## config.mk

```make
export PLATFORM = sky130hd
export DESIGN_NAME = instruction_fetch
export DESIGN_NICKNAME = d
export VERILOG_FILES = /design/src/rtl/pipeline_pkg.sv /design/src/rtl/instruction_fetch.sv
export SDC_FILE = /design/constraint.sdc
export NUM_CORES = 1
export LEC_CHECK = 0
export CORE_MARGIN = 8
export CORE_UTILIZATION = 41
export DETAILED_ROUTE_END_ITERATION = 10
export PLACE_DENSITY = 0.71
export SLEW_MARGIN = 20
export SYNTH_ARGS = -nofsm -noshare
export SYNTH_HDL_FRONTEND = slang
export SYNTH_SLANG_ARGS = --single-unit
```

## constraint.sdc

```tcl
create_clock -name clk -period 3.8 [get_ports clk]
set_input_delay 0.57 -clock clk [delete_from_list [all_inputs] [get_ports clk]]
set_output_delay 0.57 -clock clk [all_outputs]
set_load 0.02 [all_outputs]
```

## src/rtl/pipeline_pkg.sv

```systemverilog
// rtl/pipeline_pkg.sv - shared fetch-stage types and constants
package pipeline_pkg;

    typedef enum logic [1:0] {
        IDLE  = 2'd0,
        FETCH = 2'd1,
        HOLD  = 2'd2,
        DRAIN = 2'd3
    } fetch_state_t;

    localparam logic [31:0] NOP_INSTR  = 32'h0000_0000;
    localparam logic [31:0] WORD_BYTES = 32'd4;

    function automatic logic [31:0] word_align(input logic [31:0] addr);
        return {addr[31:2], 2'b00};
    endfunction

endpackage

```

## src/rtl/instruction_fetch.sv

```systemverilog
// rtl/instruction_fetch.sv - fetch stage: pc ownership, imem request/ready port, IF/ID presentation
module instruction_fetch
    import pipeline_pkg::*;
#(
    parameter logic [31:0] RESET_PC = 32'h0000_0000
) (
    input  logic        clk,
    input  logic        reset,
    input  logic        hazard,
    input  logic        branchControlExInput,
    input  logic [31:0] branchTargetExInput,
    input  logic        jumpIdInput,
    input  logic [31:0] jumpTargetIdInput,
    output logic        imemReqOutput,
    output logic [31:0] imemAddrOutput,
    input  logic        imemReadyInput,
    input  logic [31:0] imemDataInput,
    output logic [31:0] pcOutput,
    output logic [31:0] instructionOutput
);

    fetch_state_t state, state_next;
    logic [31:0]  pcReg, pc_next;
    logic [31:0]  pendingReg, pending_next;
    logic [31:0]  bufInstr, buf_next;

    logic         redirect;
    logic [31:0]  target;

    // Branch is the older instruction, so it wins over a same-cycle jump.
    assign redirect = branchControlExInput | jumpIdInput;
    assign target   = word_align(branchControlExInput ? branchTargetExInput : jumpTargetIdInput);

    always_ff @(posedge clk or negedge reset) begin
        if (!reset) begin
            state      <= IDLE;
            pcReg      <= RESET_PC;
            pendingReg <= 32'h0;
            bufInstr   <= NOP_INSTR;
        end else begin
            state      <= state_next;
            pcReg      <= pc_next;
            pendingReg <= pending_next;
            bufInstr   <= buf_next;
        end
    end

    always_comb begin
        state_next        = state;
        pc_next           = pcReg;
        pending_next      = pendingReg;
        buf_next          = bufInstr;
        imemReqOutput     = 1'b0;
        imemAddrOutput    = 32'h0;
        pcOutput          = 32'h0;
        instructionOutput = NOP_INSTR;

        case (state)
            IDLE: begin
                state_next = FETCH;
            end

            FETCH: begin
                imemReqOutput  = 1'b1;
                imemAddrOutput = pcReg;
                if (redirect) begin
                    // An in-flight request cannot be withdrawn; wait it out in DRAIN.
                    if (imemReadyInput) begin
                        pc_next = target;
                    end else begin
                        pending_next = target;
                        state_next   = DRAIN;
                    end
                end else if (imemReadyInput) begin
                    pcOutput          = pcReg + WORD_BYTES;
                    instructionOutput = imemDataInput;
                    if (hazard) begin
                        buf_next   = imemDataInput;
                        state_next = HOLD;
                    end else begin
                        pc_next = pcReg + WORD_BYTES;
                    end
                end
            end

            HOLD: begin
                pcOutput          = pcReg + WORD_BYTES;
                instructionOutput = bufInstr;
                if (redirect) begin
                    pc_next    = target;
                    state_next = FETCH;
                end else if (!hazard) begin
                    pc_next    = pcReg + WORD_BYTES;
                    state_next = FETCH;
                end
            end

            DRAIN: begin
                imemReqOutput  = 1'b1;
                imemAddrOutput = pcReg;
                if (redirect) begin
                    pending_next = target;
                end
                if (imemReadyInput) begin
                    pc_next    = redirect ? target : pendingReg;
                    state_next = FETCH;
                end
            end

            default: begin
                state_next = IDLE;
            end
        endcase
    end

endmodule

```

==> After elaboration in Yosys (flattened, before gate mapping) <==
Cells that the tools add are included.
{ "word_totals": {"ram_bits": 0, "rom_bits": 0, "n_memories": 0, "latch_bits": 0, "output_inout_bits": 97, "regBits": 98} }
{ "classes": {"n_mux": 28, "n_shift": 0, "n_addsub": 1, "bitwise": 2, "n_eq_ne": 11, "magnitude_cmp": 0, "n_div": 0, "reduce_logical": 8, "n_mul": 0} }
{ "op_table": {"columns": ["operator", "n"], "rows": [
  ["32-bit two-way mux", 15],
  ["32-bit one-hot mux with 2 select lines", 3],
  ["32-bit one-hot mux with 3 select lines", 1],
  ["32-bit by 3-bit adder with 32-bit output (second input constant)", 1],
  ["2-bit two-way mux", 7],
  ["3-bit inequality test (second input constant)", 4],
  ["2-bit inequality test (second input constant)", 4],
  ["2-bit one-hot mux with 4 select lines", 1],
  ["3-bit AND reduction", 2],
  ["5-bit AND reduction", 1],
  ["2-bit == test (second input constant)", 2],
  ["4-bit AND reduction", 1],
  ["3-bit nonzero test", 1],
  ["2-bit by 1-bit == test with 1-bit output (second input constant)", 1],
  ["2-bit logical NOT", 1],
  ["2-bit nonzero test", 1],
  ["2-bit OR reduction", 1],
  ["1-bit two-way mux", 1],
  ["1-bit inverter", 1],
  ["1-bit OR", 1]
]} }

==> Longest topological paths before layout <==
{ "depth": {"word_depth": 5, "ltp_mapped": 9, "depth_no_buf": 7} }

==> Worst setup path after synthesis <==
No wires, ideal clock.
{ "synth_timing": {"path_kind": "input to output", "start": "in jumpIdInput", "end": "out instructionOutput[0]", "slack_ns": 1.388, "cell_stages": 6, "required_time_ns": 3.230, "n_path_buf": 1, "arrival_time_ns": 1.842, "cell_sequence": "nor2_1 > nand2_1 > nor2_1 > clkbuf_1 > a22oi_1 > nor2b_1"} }
{ "synth_between": {"elab_chain_cells": 3} }
{ "synth_lines": {"columns": ["element", "line", "text"], "rows": [
  ["from (decl)", "instruction_fetch.sv:12", "input logic jumpIdInput,"],
  ["1-bit OR", "instruction_fetch.sv:31", "assign redirect = branchControlExInput | jumpIdInput;"],
  ["32-bit two-way mux", "instruction_fetch.sv:66", "if (redirect) begin"],
  ["32-bit one-hot mux with 2 select lines", "instruction_fetch.sv:58", "case (state)"],
  ["to (decl)", "instruction_fetch.sv:19", "output logic [31:0] instructionOutput"]
]} }
No other way between the ends.

==> Final worst setup path <==
{ "layout_timing": {"start": "reg pcReg[2]", "end": "out pcOutput[30]"} }
{ "layout_between": {"elab_chain_cells": 4} }
{ "layout_lines": {"columns": ["element", "line", "text"], "rows": [
  ["from (decl)", "instruction_fetch.sv:23", "logic [31:0] pcReg, pc_next;"],
  ["from (signal assigned)", "instruction_fetch.sv:42", "pcReg <= pc_next;"],
  ["32-bit by 3-bit adder with 32-bit output (*)", "instruction_fetch.sv:75, instruction_fetch.sv:87", null],
  ["32-bit two-way mux", "instruction_fetch.sv:74", "end else if (imemReadyInput) begin"],
  ["32-bit two-way mux", "instruction_fetch.sv:66", null],
  ["32-bit one-hot mux with 2 select lines (*)", "instruction_fetch.sv:58", null],
  ["to (decl)", "instruction_fetch.sv:18", "output logic [31:0] pcOutput,"]
]} }
Mark *: on every way between the ends. The rest lies on a longest branch, timed or not.

==> results.yml <==
grt:
  grt_use_met3_pct: 4.407
  grt_usage_pct: 21.67
  gr-usage-met2_pct: 32.79
  grt_pass1_wl_mm: 34.87
  antenna_found_initial: 3
  grt_pass1_vias: 6236
  met1_usage_pct: 30.00
  grt_max_degree: 99
  gr-total-overflow: 0
  busiest_layer: "met2"
power:
  leakage_nw: 3.538
  finalPower_mw: 6.624
  powerDensity_mw_per_mm2: 728.4
  ir_worst_vdd_uv: 342.0
detailed_routing:
  via_per_inst: 5.644
  drtIter0Drc: 644
  wl_per_cell_um: 19.23
  ant_nets: 0
  drtPass1Iterations: 5
  vias: 6575
  wl_mm: 22.41
  drc: 0
layout:
  syn_to_final_growth_pct: 37.31
  drive_gt1_share_pct: 9.619
  layout.nets: 1049
  layout_common_cells: "clkdlybuf4s50_1 (192), nor2_1 (103), dfrtp_1 (98)"
  final_common_cell: "clkdlybuf4s50_1"
placement:
  port_buffers: 194
  dp_hpwl_mm: 16.45
  place_congestion: 0.8666
logic_synthesis:
  synth-async-reset-ratio_pct: 100.0
  ys_ff_latch: 98
  syn_area_per_cell_sq_um: 8.491
  syn_inst: 780
  synth_fp_nets: 887
  synth.distinct_cells: 63
  synth_edf_count: 0
  yosysWarnings: 0
  synthFlopType: "dfrtp_1"
  syn_area_sq_mm: 0.006623
  ys_seq_area_share_pct: 37.03
worst_setup_path:
  crit_top_cell: "nand3_1"
  cp_top_family: "simple AND/OR/NAND/NOR gates"
  critPathArrivalTime_ns: 2.98
  critPathSlowestCell: "clkdlybuf4s50_1"
  required_ns: 3.23
  cp-start-kind: "flip-flop"
  path_cells: "ha_1 -> nand3_1 -> nor4_2 -> nand3_1 -> xor2_1 -> nor2_1 -> clkdlybuf4s50_1"
  path_max_fanout: 9
  endpoint_kind: "primary output"
  slowest_delay_ns: 0.62
  worstSetupPathType: "reg -> out"
  crit_buf_inv: 1
sta:
  tightest_slew_ns: 0.9259
  fin_skew_ns: 0.007902
  finalCritPeriodShare_pct: 93.32
  max_freq_mhz: 282.0
  max-slew-margin-rel_pct: 38.26
  finalSetupTns_ns: 0
  final-setup-viol-count: 0
  post-route-min-period_ns: 3.546
  hold_viol: 0
  rsz0062_at_grt: "false"
  slew_violations: 0
die:
  die_w_um: 143.1
  chipHeight_um: 143.1
  core_sq_mm: 0.01583
  rows: 46
  die_area_sq_mm: 0.02048
  io_pins: 199
  start_util_pct: 41.84
cts:
  ctsResizeCount: 0
  cts_hold_buf: 0
  post_cts_buffers: 0
  cts_tree: "built"
  htree_num_levels: 3
  clk_pin_slew_ns: 0.07
  cts-root-buf: "clkbuf_16"
  clock_path_buffers: 2
  cts.sinks: 98
  numCtsBuffers: 9
  clkLatencyLatePin_ns: 0.36
run_status:
  status: "completed"
min_path:
  hold_path.class: "in -> async"
flow_run:
  drv_cap: 0
## Yosys cell counts, types with 3 or more instances
cell type / number / area share (%)
a21boi_0: 3 / 0.34
nand2_1: 59 / 3.3
nand2b_1: 5 / 0.47
inv_1: 17 / 0.96
o211ai_1: 3 / 0.34
o21ai_0: 40 / 3.0
nor3_1: 8 / 0.60
a31oi_1: 18 / 1.7
a22o_1: 5 / 0.66
nor2_1: 106 / 6.0
o21a_1: 3 / 0.34
buf_2: 11 / 0.83
mux2_2: 38 / 6.5
o21ai_1: 3 / 0.23
xor2_1: 11 / 1.5
a221o_1: 4 / 0.60
o221ai_1: 3 / 0.40
and2_1: 4 / 0.38
and3_1: 12 / 1.1
dfrtp_1: 98 / 37
nand4_1: 8 / 0.76
ha_1: 5 / 0.94
xnor2_1: 17 / 2.2
o22ai_1: 9 / 0.85
clkbuf_1: 44 / 2.5
a211oi_1: 4 / 0.45
a221oi_1: 5 / 0.66
a22oi_1: 45 / 5.1
mux2i_1: 22 / 3.3
a21oi_1: 39 / 2.9
nor2b_1: 60 / 5.7
nand3_1: 19 / 1.4
buf_1: 7 / 0.40
## path summary, 6_finish.rpt
kind | end | from | slack [ns] | cells past startpoint
worst max-delay path | pcOutput[30] | pcReg[2] | 0.25 | 7
worst min-delay path | pendingReg[22] | reset | 0.27 | 2
worst max register to register | pcReg[17] | state[0] | 1.10 | 6
worst min register to register | pendingReg[4] | pendingReg[4] | 0.50 | 1
max in group asynchronous | bufInstr[7] | reset | 3.11 | 2
min in group clk | pendingReg[4] | pendingReg[4] | 0.50 | 1
## power breakdown
part | total [mW] | switching (mW) | internal, mW
clock | 1.00 | 0.412 | 0.593
sequential | 2.03 | 0.484 | 1.55
combinational | 3.59 | 1.95 | 1.63
## area by class of cell
class | count | area (sq um)
fill | 1471 | 6734
multi-input combinational | 602 | 3871
sequential | 98 | 2452
timing repair buffer | 214 | 2110
tap | 216 | 270.3
clock buffer | 11 | 242.7
clock inverter | 4 | 76.32
inverter | 17 | 63.81
antenna | 3 | 7.507
## flip-flops by register name, indices dropped and copies added (netlist names)
register    flops
pendingReg     32
pcReg          32
bufInstr       32
state           2
## cell families after synthesis
group	share of synthesized area (%)
flops	37.03
mux	9.786
simple gates	22.82
xor+xnor	3.703
buf+inv	4.761
compound gates	20.95
fa+ha+maj	0.9446
## metal layers
metal | wire, um | part of all wire (%)
met1 | 10050 | 45
met2 | 10270 | 46
met3 | 1596 | 7.1
met4 | 490 | 2.2
met5 | 0 | 0
## through the flow
step | hold slack (ns) | cell area [sq um] | utilization [%] | cells | setup WS, ns
3_3_place_gp | 0.4804 | 8767 | 55.39 | 1147 | 0.2650
5_1_grt | 0.3084 | 9094 | 57.45 | 1165 | 0.07526
2_1_floorplan | 0.2744 | 6623 | - | 780 | 1.388
3_5_place_dp | 0.4848 | 8767 | 55.39 | 1147 | 0.2350
4_1_cts | 0.3119 | 9086 | 57.41 | 1162 | 0.2357
6_report | 0.2656 | 9094 | 57.45 | 1165 | 0.2539
## worst register-to-register path, cell delays in order, from the launching register on
cell and delay [ns]:
dfrtp_1 0.41, ha_1 0.40, o21ba_1 0.29, or2_2 0.23, a21o_1 0.62, o21ai_0 0.33
a221o_1 0.32
No activity file was read; power rests on OpenSTA's default activity.
